File: src/rtl/sdram_to_udp_reader.sv
// Reads one RGB frame from the frame_read_write read port and streams it as R,G,B byte UDP payload packets.
// Optional `define FRAME_HEADER_EN prefixes each packet with {A5, frame_id, pkt_idx[15:8], pkt_idx[7:0]}.
module sdram_to_udp_reader #(
  parameter int PIXEL_COUNT = 307200,
  parameter int PKT_PIXELS  = 480
) (
  input  logic        clk,
  input  logic        reset,
  input  logic        frame_start,
  output logic        busy,
  output logic        frame_done,
  output logic        read_req,
  input  logic        read_req_ack,
  output logic        read_en,
  input  logic [31:0] read_data,
  output logic        pkt_req,
  output logic [15:0] pkt_len,
  input  logic        pkt_ack,
  output logic        tx_valid,
  output logic [7:0]  tx_data,
  input  logic        tx_ready,
  output logic        tx_last
);
  typedef enum logic [2:0] {IDLE, REQ, PKT_OPEN, STREAM, DONE} state_t;

`ifdef FRAME_HEADER_EN
  localparam int HDR_BYTES = 4;
`else
  localparam int HDR_BYTES = 0;
`endif
  localparam logic [18:0] PIX_TOTAL = 19'(PIXEL_COUNT);
  localparam logic [18:0] PKT_PIX19 = 19'(PKT_PIXELS);
  localparam logic [15:0] PKT_PIX16 = 16'(PKT_PIXELS);

  state_t      state, state_nxt;
  logic [18:0] pix_cnt;
  logic [15:0] pkt_idx;
  logic [15:0] rd_left;
  logic [15:0] tx_left;
  logic [23:0] word_q;
  logic        word_vld;
  logic [1:0]  byte_idx;
  logic        rd_inflight;
  logic [18:0] pix_remain;
  logic [15:0] pkt_pix;
  logic        tx_free, load_hdr, load_pix, pkt_end;
  logic        hdr_phase;
  logic [7:0]  hdr_byte;
  logic [7:0]  pix_byte;
  logic        unused_bits;

`ifdef FRAME_HEADER_EN
  logic [2:0]  hdr_idx;
  logic [7:0]  frame_id;

  assign hdr_phase = (hdr_idx != 3'd4);
  always_comb begin
    hdr_byte = 8'hA5;
    case (hdr_idx[1:0])
      2'd1:    hdr_byte = frame_id;
      2'd2:    hdr_byte = pkt_idx[15:8];
      2'd3:    hdr_byte = pkt_idx[7:0];
      default: hdr_byte = 8'hA5;
    endcase
  end

  always_ff @(posedge clk or posedge reset) begin
    if (reset) begin
      hdr_idx  <= 3'd0;
      frame_id <= 8'd0;
    end else begin
      if (state == PKT_OPEN && pkt_ack) hdr_idx <= 3'd0;
      else if (load_hdr)                hdr_idx <= hdr_idx + 3'd1;
      if (state == DONE) frame_id <= frame_id + 8'd1;
    end
  end
`else
  assign hdr_phase = 1'b0;
  assign hdr_byte  = 8'h00;
`endif

  // The top byte of each SDRAM word is padding; pkt_idx only leaves the block inside headers.
  assign unused_bits = ^{read_data[31:24], pkt_idx};

  assign tx_free  = !tx_valid || tx_ready;
  assign load_hdr = (state == STREAM) && hdr_phase && tx_free;
  assign load_pix = (state == STREAM) && !hdr_phase && word_vld && tx_free;
  assign pkt_end  = tx_valid && tx_ready && tx_last;

  always_comb begin
    pix_remain = PIX_TOTAL - pix_cnt;
    pkt_pix    = (pix_remain < PKT_PIX19) ? pix_remain[15:0] : PKT_PIX16;
    case (byte_idx)
      2'd0:    pix_byte = word_q[23:16];
      2'd1:    pix_byte = word_q[15:8];
      default: pix_byte = word_q[7:0];
    endcase
  end

  always_ff @(posedge clk or posedge reset) begin
    if (reset) state <= IDLE;
    else       state <= state_nxt;
  end

  always_comb begin
    state_nxt  = state;
    busy       = (state != IDLE);
    read_req   = (state == REQ);
    pkt_req    = (state == PKT_OPEN);
    frame_done = (state == DONE);
    pkt_len    = 16'd0;
    // One word in flight at most; a new read overlaps the last byte of the held word.
    read_en    = (state == STREAM) && !hdr_phase && !rd_inflight && (rd_left != 16'd0) &&
                 (!word_vld || (load_pix && byte_idx == 2'd2));
    case (state)
      IDLE:     if (frame_start) state_nxt = REQ;
      REQ:      if (read_req_ack) state_nxt = PKT_OPEN;
      PKT_OPEN: begin
        pkt_len = 16'(3 * 32'(pkt_pix) + HDR_BYTES);
        if (pkt_ack) state_nxt = STREAM;
      end
      STREAM:   if (pkt_end) state_nxt = (pix_cnt < PIX_TOTAL) ? PKT_OPEN : DONE;
      DONE:     state_nxt = IDLE;
      default:  state_nxt = IDLE;
    endcase
  end

  always_ff @(posedge clk or posedge reset) begin
    if (reset) begin
      pix_cnt     <= 19'd0;
      pkt_idx     <= 16'd0;
      rd_left     <= 16'd0;
      tx_left     <= 16'd0;
      word_q      <= 24'd0;
      word_vld    <= 1'b0;
      byte_idx    <= 2'd0;
      rd_inflight <= 1'b0;
      tx_valid    <= 1'b0;
      tx_data     <= 8'd0;
      tx_last     <= 1'b0;
    end else begin
      if (state == IDLE && frame_start) begin
        pix_cnt <= 19'd0;
        pkt_idx <= 16'd0;
      end
      if (state == PKT_OPEN && pkt_ack) begin
        rd_left <= pkt_pix;
        tx_left <= pkt_pix;
      end
      if (read_en) begin
        rd_left <= rd_left - 16'd1;
        pix_cnt <= pix_cnt + 19'd1;
      end
      rd_inflight <= read_en;

      if (load_pix) begin
        byte_idx <= (byte_idx == 2'd2) ? 2'd0 : byte_idx + 2'd1;
        if (byte_idx == 2'd2) begin
          word_vld <= 1'b0;
          tx_left  <= tx_left - 16'd1;
        end
      end
      if (rd_inflight) begin
        word_q   <= read_data[23:0];
        word_vld <= 1'b1;
        byte_idx <= 2'd0;
      end

      // Output register only changes on an empty slot or a completed handshake.
      if (load_hdr) begin
        tx_valid <= 1'b1;
        tx_data  <= hdr_byte;
        tx_last  <= 1'b0;
      end else if (load_pix) begin
        tx_valid <= 1'b1;
        tx_data  <= pix_byte;
        tx_last  <= (byte_idx == 2'd2) && (tx_left == 16'd1);
      end else if (tx_ready) begin
        tx_valid <= 1'b0;
        tx_last  <= 1'b0;
      end

      if (pkt_end) pkt_idx <= pkt_idx + 16'd1;
    end
  end
endmodule

File: config.mk
export PLATFORM = sky130hd
export DESIGN_NAME = sdram_to_udp_reader
export DESIGN_NICKNAME = d
export VERILOG_FILES = /design/src/rtl/sdram_to_udp_reader.sv
export SDC_FILE = /design/constraint.sdc
export NUM_CORES = 1
export LEC_CHECK = 0
export CORE_UTILIZATION = 52
export DETAILED_ROUTE_END_ITERATION = 7
export GPL_TIMING_DRIVEN = 0
export PLACE_DENSITY = 0.75
export SKIP_LAST_GASP = 1
export SYNTH_ARGS = -nofsm -noshare
export SYNTH_HDL_FRONTEND = slang
export SYNTH_SLANG_ARGS = --single-unit
File: constraint.sdc
create_clock -name clk -period 4.8 [get_ports clk]
set_clock_uncertainty 0.2 [all_clocks]
set_input_delay 0.96 -clock clk [delete_from_list [all_inputs] [get_ports clk]]
set_output_delay 0.96 -clock clk [all_outputs]
set_load 0.005 [all_outputs]
==> results.json <==
{
  "status": "complete, but fails checks",
  "violations": "setup timing",
  "synth_common_cells": "dfrtp_1 (92), nand2_1 (71), nor2_1 (55), o21ai_0 (51), nor3_1 (38)",
  "hold_viol_final": 0,
  "place_congestion": 0.921,
  "worst_slack_ns": -1.05,
  "synth.area.top_cells": "dfrtp_1 (38%), mux2_2 (5.1%), nand2_1 (4.4%), o21ai_0 (4.3%), mux2i_1 (4.0%)",
  "r2r_slack_ns": -0.01,
  "worst_setup_path_start_kind": "flop",
  "cp_slowest_stage_delay_ns": 0.53,
  "numPortBuffers": 55,
  "syn_avg_cell_area_um2": 8.74,
  "cp_cell_sequence": "inv_4 > ha_4 > or4b_4 > buf_6 > nor4_4 > nand4_1 > o211ai_2 > buf_4 > nand3_4 > buf_4 > or3_4 > ha_4 > buf_4 > or4_1 > o21ai_2 > o21ai_1 > a21oi_2 > buf_2",
  "hold_path_depth": 1,
  "relSlewSlack": 0.112,
  "ys_seq_elements": 92,
  "first_pass_iters": 5,
  "cts_buffer_depth": 2,
  "crit_family": "simple AND/OR/NAND/NOR gates",
  "worstPathMaxFanout": 6,
  "synthCells": 686,
  "grt_max_degree": 59,
  "rows": 38,
  "period_share": 1.22,
  "required_ns": 3.64,
  "antenna_cells": 0,
  "synth_ff_type": "dfrtp_1",
  "finalInstanceArea_um2": 7890,
  "ant_nets": 0,
  "rsz0062_at_grt": "yes",
  "async_flop_share": 1.00,
  "grt_use_total": 0.323,
  "finalNetCount": 883,
  "finish.utilization": 0.716,
  "drt_iter0_drc": 840,
  "htreeDepth": 3,
  "pin_count": 69,
  "initial_core_util": 0.543,
  "drv_slew": 0,
  "cts_tree": "built",
  "grt_pass1_wl_mm": 29.5,
  "drive_gt1_frac": 0.228,
  "numCtsBuffers": 9,
  "ir_drop_v": 0.000359,
  "dp_hpwl_mm": 11.6,
  "yosysTopAreaCell": "dfrtp_1",
  "syn_area_um2": 5990,
  "synth_top_area_share": 0.384,
  "grt_overflow_total": 0,
  "grt_pass1_vias": 5952,
  "arrival_ns": 4.69,
  "cp_common_cell": "buf_4",
  "crit_slowest_cell": "or4_1",
  "end_kind": "output port",
  "clkSinkCount": 92,
  "path_depth": 18,
  "yosysWarnings": 0,
  "powerDensity_nw_per_um2": 447,
  "dp_slack_ns": -0.990,
  "vias_per_cell": 6.34,
  "min_path_type": "reg2reg",
  "antenna_found_initial": 0,
  "tightest_slew_ns": 1.32,
  "final.setup.tns_ns": -7.10,
  "crit_type": "reg2out",
  "finalCriticalPeriod_ns": 5.85,
  "drc": 0,
  "placed_cell_area_um2": 6850,
  "clkSlewWorstSetupHoldPaths_ns": 0.07,
  "synth_cell_types": 69,
  "area_delta_synth_final_pct": 31.7,
  "ff2ff_path_depth": 26,
  "synth_most_common_cell": "dfrtp_1",
  "cp_num_buf_inv": 6,
  "n_fill_cell": 810,
  "die_y_um": 109,
  "wire_per_inst_um": 19.3,
  "total_power_mw": 3.53,
  "fmax_ghz": 0.171,
  "p_leak_nw": 3.39,
  "die-area_um2": 12000,
  "cap_violations": 0,
  "clk_latency_ns": 0.35,
  "core_area_um2": 11000,
  "cts_root_buf": "clkbuf_16",
  "vias": 6146,
  "dieWidth_um": 109,
  "synth_edf_count": 0,
  "ys_seq_area_frac": 0.384,
  "drt_wl_total_mm": 18.8,
  "setup_violations": 12
}
-- worst reg2reg max path, cell delays in order, from the launching register on --
cell and delay (ns):
dfrtp_2 0.43, inv_4 0.08, ha_4 0.15, or4b_4 0.53, buf_6 0.15, nor4_4 0.30
nand4_1 0.21, buf_4 0.21, buf_6 0.11, buf_4 0.12, buf_4 0.12, buf_4 0.12
buf_4 0.13, buf_4 0.12, buf_4 0.12, buf_4 0.13, buf_4 0.12, buf_4 0.12
buf_4 0.12, buf_4 0.12, buf_4 0.12, buf_4 0.12, buf_4 0.12, buf_4 0.13
nand3_4 0.08, o22ai_4 0.08, or3_1 0.33
-- cell type report --
| class | instances | area (um^2) | area share |
|---|---|---|---|
| inverters | 21 | 83.8 | 0.0106 |
| well taps | 140 | 175 | 0.0222 |
| multi-input cells | 546 | 3810 | 0.483 |
| repair buffers | 122 | 1060 | 0.135 |
| flip-flops and latches | 92 | 2300 | 0.292 |
| clock inverters | 6 | 70.1 | 0.00888 |
| clock buffers | 10 | 229 | 0.0290 |
| plain buffers | 33 | 156 | 0.0198 |
-- stage by stage --
step / hold WS (ns) / instances
3_5_place_dp: 0.276 / 892
5_1_grt: 0.316 / 970
3_3_place_gp: 0.261 / 891
4_1_cts: 0.293 / 967
6_report: 0.289 / 970
2_1_floorplan: 0.240 / 696
-- cells in the final DEF (no fill, tap or decap), drive strengths merged, types with 8 or more instances in the layout --
cell	instances
mux2	27
a21oi	37
buf	82
ha	19
nor4	18
clkbuf	36
conb	11
and3	8
clkdlybuf4s50	46
o21ai	51
a21o	9
o31ai	9
xnor2	12
nor2	55
or3	16
or4	8
mux2i	24
a31oi	13
nor3	38
nand3	23
dfrtp	92
nand2	73
inv	23
-- metal layers --
layer | wire length, um | track usage | part of all wire
met3 | 1400 | 0.0747 | 0.075
met2 | 8810 | 0.517 | 0.47
met4 | 756 | 0.165 | 0.040
met5 | 0 | 0 | 0
met1 | 7780 | 0.409 | 0.41
-- where the power goes --
part | internal (mW) | switching, mW | leakage (nW)
clock network | 0.409 | 0.322 | 0.141
registers | 1.02 | 0.198 | 1.14
logic | 0.713 | 0.866 | 2.11
total | 2.14 | 1.39 | 3.39
-- timing repair --
action                                  CTS  global route
pin swaps                                35            23
hold buffers                              0             0
gates resized for setup                  76            18
setup buffers                            63            13
endpoints found under the setup margin   11            14
-- flip-flops by register name, indices dropped and copies added, names as in the netlist, 2 cells and up --
| name | flops |
|---|---|
| word_q | 24 |
| pix_cnt | 19 |
| rd_left | 16 |
| tx_left | 16 |
| tx_data | 8 |
| state | 3 |
| byte_idx | 2 |
-- logic make-up (layout without fill, tap and decap cells) --
logic type	Yosys count	count (layout)	share of synthesized area
other cells	1	11	0.000626
simple gates	286	286	0.248
buf+inv	58	192	0.0399
fa+ha+maj	20	20	0.0430
compound gates	160	160	0.167
xor+xnor	18	18	0.0263
mux	51	51	0.0908
flops	92	92	0.384
-- worst paths after layout --
kind,start,end
setup reg to reg,pix_cnt[0]$_DFFE_PP0P_,tx_left[7]$_DFF_PP0_
hold / removal,tx_left[14]$_DFF_PP0_,tx_left[14]$_DFF_PP0_
setup / recovery,pix_cnt[0]$_DFFE_PP0P_,pkt_len[9]
hold reg to reg,tx_left[14]$_DFF_PP0_,tx_left[14]$_DFF_PP0_
min in group asynchronous,reset,pix_cnt[12]$_DFFE_PP0P_
max in group asynchronous,reset,state[1]$_DFFE_PP0P_
Note: power is estimated with default switching activity, not from simulation.
